<file path="config.mk">
export PLATFORM = sky130hd
export DESIGN_NAME = mcu_bus_master
export DESIGN_NICKNAME = d
export VERILOG_FILES = /design/src/rtl/mcu_bus_master.sv
export SDC_FILE = /design/constraint.sdc
export NUM_CORES = 1
export LEC_CHECK = 0
export CORE_ASPECT_RATIO = 1.2
export CORE_MARGIN = 3
export CORE_UTILIZATION = 25
export DETAILED_ROUTE_END_ITERATION = 12
export PLACE_DENSITY = 0.63
export SLEW_MARGIN = 40
export SYNTH_ARGS = -nofsm -noshare
export SYNTH_HDL_FRONTEND = slang
export SYNTH_SLANG_ARGS = --single-unit
</file>
<file path="constraint.sdc">
create_clock -name clk -period 2 [get_ports clk]
set_clock_uncertainty 0.2 [all_clocks]
set_input_delay 0.2 -clock clk [delete_from_list [all_inputs] [get_ports clk]]
set_output_delay 0.2 -clock clk [all_outputs]
set_load 0.02 [all_outputs]
</file>
<file path="src/rtl/mcu_bus_master.sv">
// Single-outstanding command master for a simple MCU chip-enable bus.
// Each access waits for a level ack or a timeout, then leaves a fixed idle gap on the bus.
module mcu_bus_master #(
  parameter int unsigned TIMEOUT = 255,
  parameter int unsigned GAP_CYC = 1
) (
  input  logic        clk,
  input  logic        rst_n,
  input  logic        cmd_valid,
  output logic        cmd_ready,
  input  logic        cmd_we,
  input  logic [31:0] cmd_addr,
  input  logic [31:0] cmd_wdata,
  input  logic [3:0]  cmd_be,
  output logic        rsp_valid,
  output logic [31:0] rsp_rdata,
  output logic        rsp_err,
  output logic        bus_ce,
  output logic        bus_oe,
  output logic [3:0]  bus_we,
  output logic [31:0] bus_addr,
  output logic [31:0] bus_dato,
  input  logic        bus_ack,
  input  logic [31:0] bus_dati
);

  localparam logic [15:0] TimeoutLast = 16'(TIMEOUT - 1);
  localparam logic [15:0] GapLast     = 16'(GAP_CYC - 1);

  typedef enum logic [1:0] {StIdle, StAccess, StGap} state_e;

  state_e      state_q, state_d;
  logic [15:0] cnt_q, cnt_d;
  logic        we_q;
  logic [3:0]  be_q;
  logic [31:0] addr_q, wdata_q;
  logic        latch_cmd;
  logic        rsp_valid_q, rsp_valid_d;
  logic        rsp_err_q, rsp_err_d;
  logic [31:0] rsp_rdata_q, rsp_rdata_d;

  always_comb begin
    state_d     = state_q;
    cnt_d       = cnt_q;
    latch_cmd   = 1'b0;
    rsp_valid_d = 1'b0;
    rsp_err_d   = rsp_err_q;
    rsp_rdata_d = rsp_rdata_q;
    unique case (state_q)
      StIdle: begin
        if (cmd_valid) begin
          if (cmd_we && (cmd_be == 4'h0)) begin
            // Nothing to strobe: answer immediately without touching the bus.
            rsp_valid_d = 1'b1;
            rsp_err_d   = 1'b0;
            rsp_rdata_d = 32'h0;
          end else begin
            latch_cmd = 1'b1;
            state_d   = StAccess;
            cnt_d     = 16'h0;
          end
        end
      end
      StAccess: begin
        if (bus_ack) begin
          rsp_valid_d = 1'b1;
          rsp_err_d   = 1'b0;
          rsp_rdata_d = we_q ? 32'h0 : bus_dati;
          state_d     = StGap;
          cnt_d       = 16'h0;
        end else if (cnt_q == TimeoutLast) begin
          rsp_valid_d = 1'b1;
          rsp_err_d   = 1'b1;
          rsp_rdata_d = 32'h0;
          state_d     = StGap;
          cnt_d       = 16'h0;
        end else begin
          cnt_d = cnt_q + 16'h1;
        end
      end
      StGap: begin
        if (cnt_q == GapLast) begin
          state_d = StIdle;
          cnt_d   = 16'h0;
        end else begin
          cnt_d = cnt_q + 16'h1;
        end
      end
      default: state_d = StIdle;
    endcase
  end

  always_ff @(posedge clk or negedge rst_n) begin
    if (!rst_n) begin
      state_q     <= StIdle;
      cnt_q       <= 16'h0;
      we_q        <= 1'b0;
      be_q        <= 4'h0;
      addr_q      <= 32'h0;
      wdata_q     <= 32'h0;
      rsp_valid_q <= 1'b0;
      rsp_err_q   <= 1'b0;
      rsp_rdata_q <= 32'h0;
    end else begin
      state_q     <= state_d;
      cnt_q       <= cnt_d;
      rsp_valid_q <= rsp_valid_d;
      rsp_err_q   <= rsp_err_d;
      rsp_rdata_q <= rsp_rdata_d;
      if (latch_cmd) begin
        we_q    <= cmd_we;
        be_q    <= cmd_be;
        addr_q  <= cmd_addr;
        wdata_q <= cmd_wdata;
      end
    end
  end

  // Strobes decode straight from state so reset drops them without waiting for a clock.
  assign cmd_ready = (state_q == StIdle);
  assign bus_ce    = (state_q == StAccess);
  assign bus_oe    = bus_ce && !we_q;
  assign bus_we    = (bus_ce && we_q) ? be_q : 4'h0;
  assign bus_addr  = addr_q;
  assign bus_dato  = wdata_q;
  assign rsp_valid = rsp_valid_q;
  assign rsp_err   = rsp_err_q;
  assign rsp_rdata = rsp_rdata_q;

endmodule

</file>
# == Yosys cells after proc, flatten, opt, wreduce, memory -nomap -nowiden ==
# Index checks and enable logic that the tools add are counted.
# totals
ff_bits,121
latch_bits,0
ram_bits,0
mem_bits_ro,0
input_bits,105
out_inout_bits,105
word_cells,62
mem_count,0
# op_classes
n_addsub,1
n_mul,0
div_mod_pow,0
order_cmp,0
n_eq_ne,8
shifts,0
muxes,32
bitwise,0
reduce_logical,12
# ops
cell,count
$mux W32,5
$mux W16,5
$pmux W32 S2,1
$pmux W16 S3,1
$add A16 B1 Y16 const B,1
$eq A16 B8 Y1 const B,1
$logic_not A16 Y1,1
$mux W1,11
$mux W2,5
$reduce_and A4 Y1,2
$ne A2 B2 Y1 const B,3
$pmux W2 S3,1
$logic_not A4 Y1,1
$mux W4,1
$pmux W1 S2,2
$logic_and A1 B1 Y1,3
$ne A3 B1 Y1 const B,1
$reduce_and A3 Y1,1
$reduce_bool A3 Y1,1
$eq A2 B1 Y1 const B,1
$eq A2 B2 Y1 const B,1
$logic_not A2 Y1,1
$ne A2 B1 Y1 const B,1
$reduce_bool A2 Y1,1
$logic_not A1 Y1,1

# == Longest topological paths before layout ==
# depth
word_depth,5
mapped_depth,9

# == Least setup slack after synthesis ==
# No wires, ideal clock.
# synth_timing
path_type,register -> register
startpoint,register state_q[1]
endpoint,"register rsp_rdata_q[10], in the netlist rsp_rdata[10]"
setup_time_ns,0.066
t_arrival_ns,2.013
required_time_ns,1.734
slack_ns,-0.278
stages_incl_launch_ff,9
synth_period_minus_slack_ns,2.278
path_cell_list,dfrtp_1 inv_1 ha_1 nor2b_1 and2_1 clkbuf_1 clkbuf_1 nand3_1 nand2_1
# synth_via
elab_chain_len,3
elab_cells_between_ends,8
# synth_lines
item,line_no,source
start: declaration,32,"state_e state_q, state_d;"
start signal: assignment,95,state_q <= StIdle;
start signal: assignment,105,state_q <= state_d;
$eq A2 B1 Y1 (*),n/a,
via bus_ce,18,"output logic bus_ce,"
$ne A3 B1 Y1 (no source line) / $reduce_bool A2 Y1 (equally long branches),n/a,
$reduce_and A4 Y1 (no source line),n/a,
end signal: assignment,109,rsp_rdata_q <= rsp_rdata_d;
end: declaration,40,"logic [31:0] rsp_rdata_q, rsp_rdata_d;"
# Mark *: on every way through the listed nets, which the timed path passes. The rest lies on a longest branch.
# A chain may end at the register's enable or synchronous reset.

# == Final worst setup path ==
# layout_timing
startpoint,register cnt_q[14]
endpoint,register cnt_q[5]
# layout_via
elab_chain_len,4
elab_cells_between_ends,6
# layout_lines
item,line_no,source
start: declaration,33,"logic [15:0] cnt_q, cnt_d;"
start signal: assignment,106,cnt_q <= cnt_d;
$eq A16 B8 Y1,71,end else if (cnt_q == TimeoutLast) begin
$mux W16,71,
$mux W16,65,if (bus_ack) begin
$pmux W16 S3 (*),49,unique case (state_q)
# Every way passes the cells marked *; elsewhere a longest branch is shown, timed or not.

==> results.md <==
* Status: complete, but fails checks
* Failing checks: setup timing
* Min-delay worst type: primary input to flop
* Ys async rst share at 1.000
* Clk root buf: clkbuf_16
* Htree depth at 4
* Fillers at 1,912
* Fraction of layout cells with a size suffix above 1 at 0.3319
* Finished layout cell area at ~9000 sq um
* CP Capture Type: flop
* Largest net degree at the start of global routing at 67
* Startpoint Class: flop
* Worst Path Arrival at between 2 and 2.5 ns
* CTS clk-pin slew, worst paths at roughly 0.060 ns
* GR Util met1 at 0.1611
* Synth top area cells: dfrtp_1 58%, mux2_2 15%, nand2_1 6.0%
* TritonCTS clock tree: yes
* Synth Net Count at around 540
* Setup TNS at -2.374 ns
* Synth Flop Type: dfrtp_1
* Top cell type's share of synthesized area at 0.5837
* Max Cap Violations at 0
* Post-synth EDFFs at 0
* Die W at 137.5 microns
* Die span in y at between 150 and 200 microns
* Cell variety after synth at 40
* Fmax at roughly 470 MHz
* GR Util All Layers at 0.1385
* Final core area utilization at 0.4435
* PortBufs at around 210
* Routed len/inst at 16.18 microns
* Register bit total from synthesis at 121
* TritonRoute pass-1 iters at 5
* Clk sink count at ~120
* Dpl hpwl at approximately 11,000 microns
* ANT cells at 0
* First-pass GRT wire length at between 20,000 and 25,000 microns
* Unrepaired setup endpoints after global routing: yes
* Drt total wl at 15,840 microns
* Slew @ Worst Pin at 0.4017 ns
* Seq/Total Area, Yosys at 0.5837
* Place WS at -0.3658 ns
* Power Density at roughly 1500 nW/um^2
* Min Tclk post-route at approximately 2.1 ns
* M3 GR Usage at 0.04044
* GR peak layer: met2
* Critical path required time at approximately 2.1 ns
* DRT antenna net count at 0
* Post-Syn Area at ~5200 sq um
* Area leader, netlist: dfrtp_1
* Final Hold Viols at 0
* Final net count at between 800 and 900
* Static leakage at 3.974 nW
* Post-Syn Instances at 429
* Worst setup margin at -0.1341 ns
* Placed cell areas at approximately 7900 sq um
* Final period util at 1.067
* Initial Utilization at 0.2552
* Routability cong. at between 0.7 and 0.8
* Congestion Overflow GR at 0
* Fin. max-slew vios at 0
* DR vias at about 4,300
* Max_slew headroom at 0.7313
* Row cnt at 57
* Drt drc at 0
* Final setup fails at between 70 and 80
* Met2 usage at 0.2440
* Num CTS Buffers at 17
* Initial antenna violation count at 0
* Drt first-iter violations at ~140
* Critical path fanouts, max at 8
* Worst skew pair latency at 0.41 ns
* CTS max path bufs at 2
* Layout area overhead at 73.78%
* Vias per Instance at approximately 4.4
* Syn_area_per_cell at approximately 12 sq um
* Core area at between 20,000 and 25,000 sq um
* Die ar. at about 23,000 sq um
* CP Class: flop to flop
* Synth warnings at 0
* Num ports at 210
* Peak supply drop at 799.7 uV
* R2r setup slk at -0.13 ns
* Vias in the first global route at between 4,000 and 5,000
sequential cells by signal (all words and copies together) (netlist names):
| name | flops |
|---|---|
| bus_addr | 32 |
| bus_dato | 32 |
| rsp_rdata | 32 |
| cnt_q | 16 |
| be_q | 4 |
| state_q | 2 |
| rsp_err | 1 |
| rsp_valid | 1 |
| we_q | 1 |
worst paths after layout:
kind                       cells past startpoint                       from                   endpoint
hold / removal                                 3                bus_dati[4]   rsp_rdata[4]$_DFFE_PN0P_
setup / recovery                               5      cnt_q[14]$_DFFE_PN0P_       cnt_q[5]$_DFFE_PN0P_
max in group asynchronous                      3                      rst_n   rsp_rdata[3]$_DFFE_PN0P_
setup reg to reg                               5      cnt_q[14]$_DFFE_PN0P_       cnt_q[5]$_DFFE_PN0P_
min in group asynchronous                      3                      rst_n  rsp_rdata[24]$_DFFE_PN0P_
hold reg to reg                                2  rsp_rdata[23]$_DFFE_PN0P_  rsp_rdata[23]$_DFFE_PN0P_
critical path, stage by stage (launching register included):
cell	delay [ns]
dfrtp_1	0.41
nor4_4	0.37
nand4_1	0.20
a32o_2	0.37
nor2b_4	0.17
a221o_1	0.30
placed cells by master (no fill, tap or decap), drive strengths merged, types with 3 or more instances in the layout:
cell type,instances
nand4,5
clkbuf,18
nand3,48
ha,7
dfrtp,121
o311ai,8
nand2,83
and4,3
and3,5
clkinv,5
buf,68
bufinv,3
nor2,5
inv,13
o21ai,5
mux2,70
a21oi,3
clkdlybuf4s50,201
nand2b,3
a22o,8
a21o,5
routing by layer:
layer / vias up / routed length [microns]
met3: 15 / 1125
li1: 2070 / -
met4: 0 / 200
met1: 2091 / 6379
met2: 138 / 8134
met5: - / 0
layout make-up:
class                   instances  area [sq um]  share of cell area
clock inverters                15         188.9             0.02096
flip-flops and latches        121          3028              0.3359
well taps                     265         331.6             0.03678
inverters                       8         30.03            0.003331
multi-input cells             280          2301              0.2552
clock buffers                  17         425.4             0.04719
repair buffers                273          2710              0.3006
metrics by stage:
stage	power [mW]	instances	hold WS, ns
floorplan	6.804	429	-0.2956
global placement	9.494	928	-0.1399
detailed placement	9.573	928	-0.1409
CTS	13.32	977	0.1101
global route	13.86	979	0.1263
finish	13.15	979	0.1309
logic make-up (layout without fill, tap and decap cells):
| logic type | after synthesis | count (layout) | share of synthesized area |
|---|---|---|---|
| simple gates | 165 | 165 | 0.1573 |
| flops | 121 | 121 | 0.5837 |
| mux | 70 | 70 | 0.1520 |
| compound gates | 35 | 38 | 0.05523 |
| buf+inv | 31 | 313 | 0.03497 |
| fa+ha+maj | 7 | 7 | 0.01688 |
synth_stat cells (all sizes together) (7+ instances only):
cell / instances
buf: 18
dfrtp: 121
ha: 7
inv: 8
mux2: 70
nand2: 83
nand3: 48
o311ai: 8
where the power goes:
part	internal, mW	total, mW	switching [mW]
logic	3.19	6.11	2.92
registers	3.38	3.85	0.472
clock network	1.98	3.19	1.20
timing repair:
item / 4_1_cts / 5_1_grt
gates resized for setup: 72 / 19
buffers inserted: 9 / 3
cloned: 6 / 0
endpoints found under the setup margin: 56 / 55
hold buffers: 2 / 0
pin swaps: 72 / 17
hold endpoints to repair: 121 / 0
Note: power is estimated with default switching activity, not from simulation.
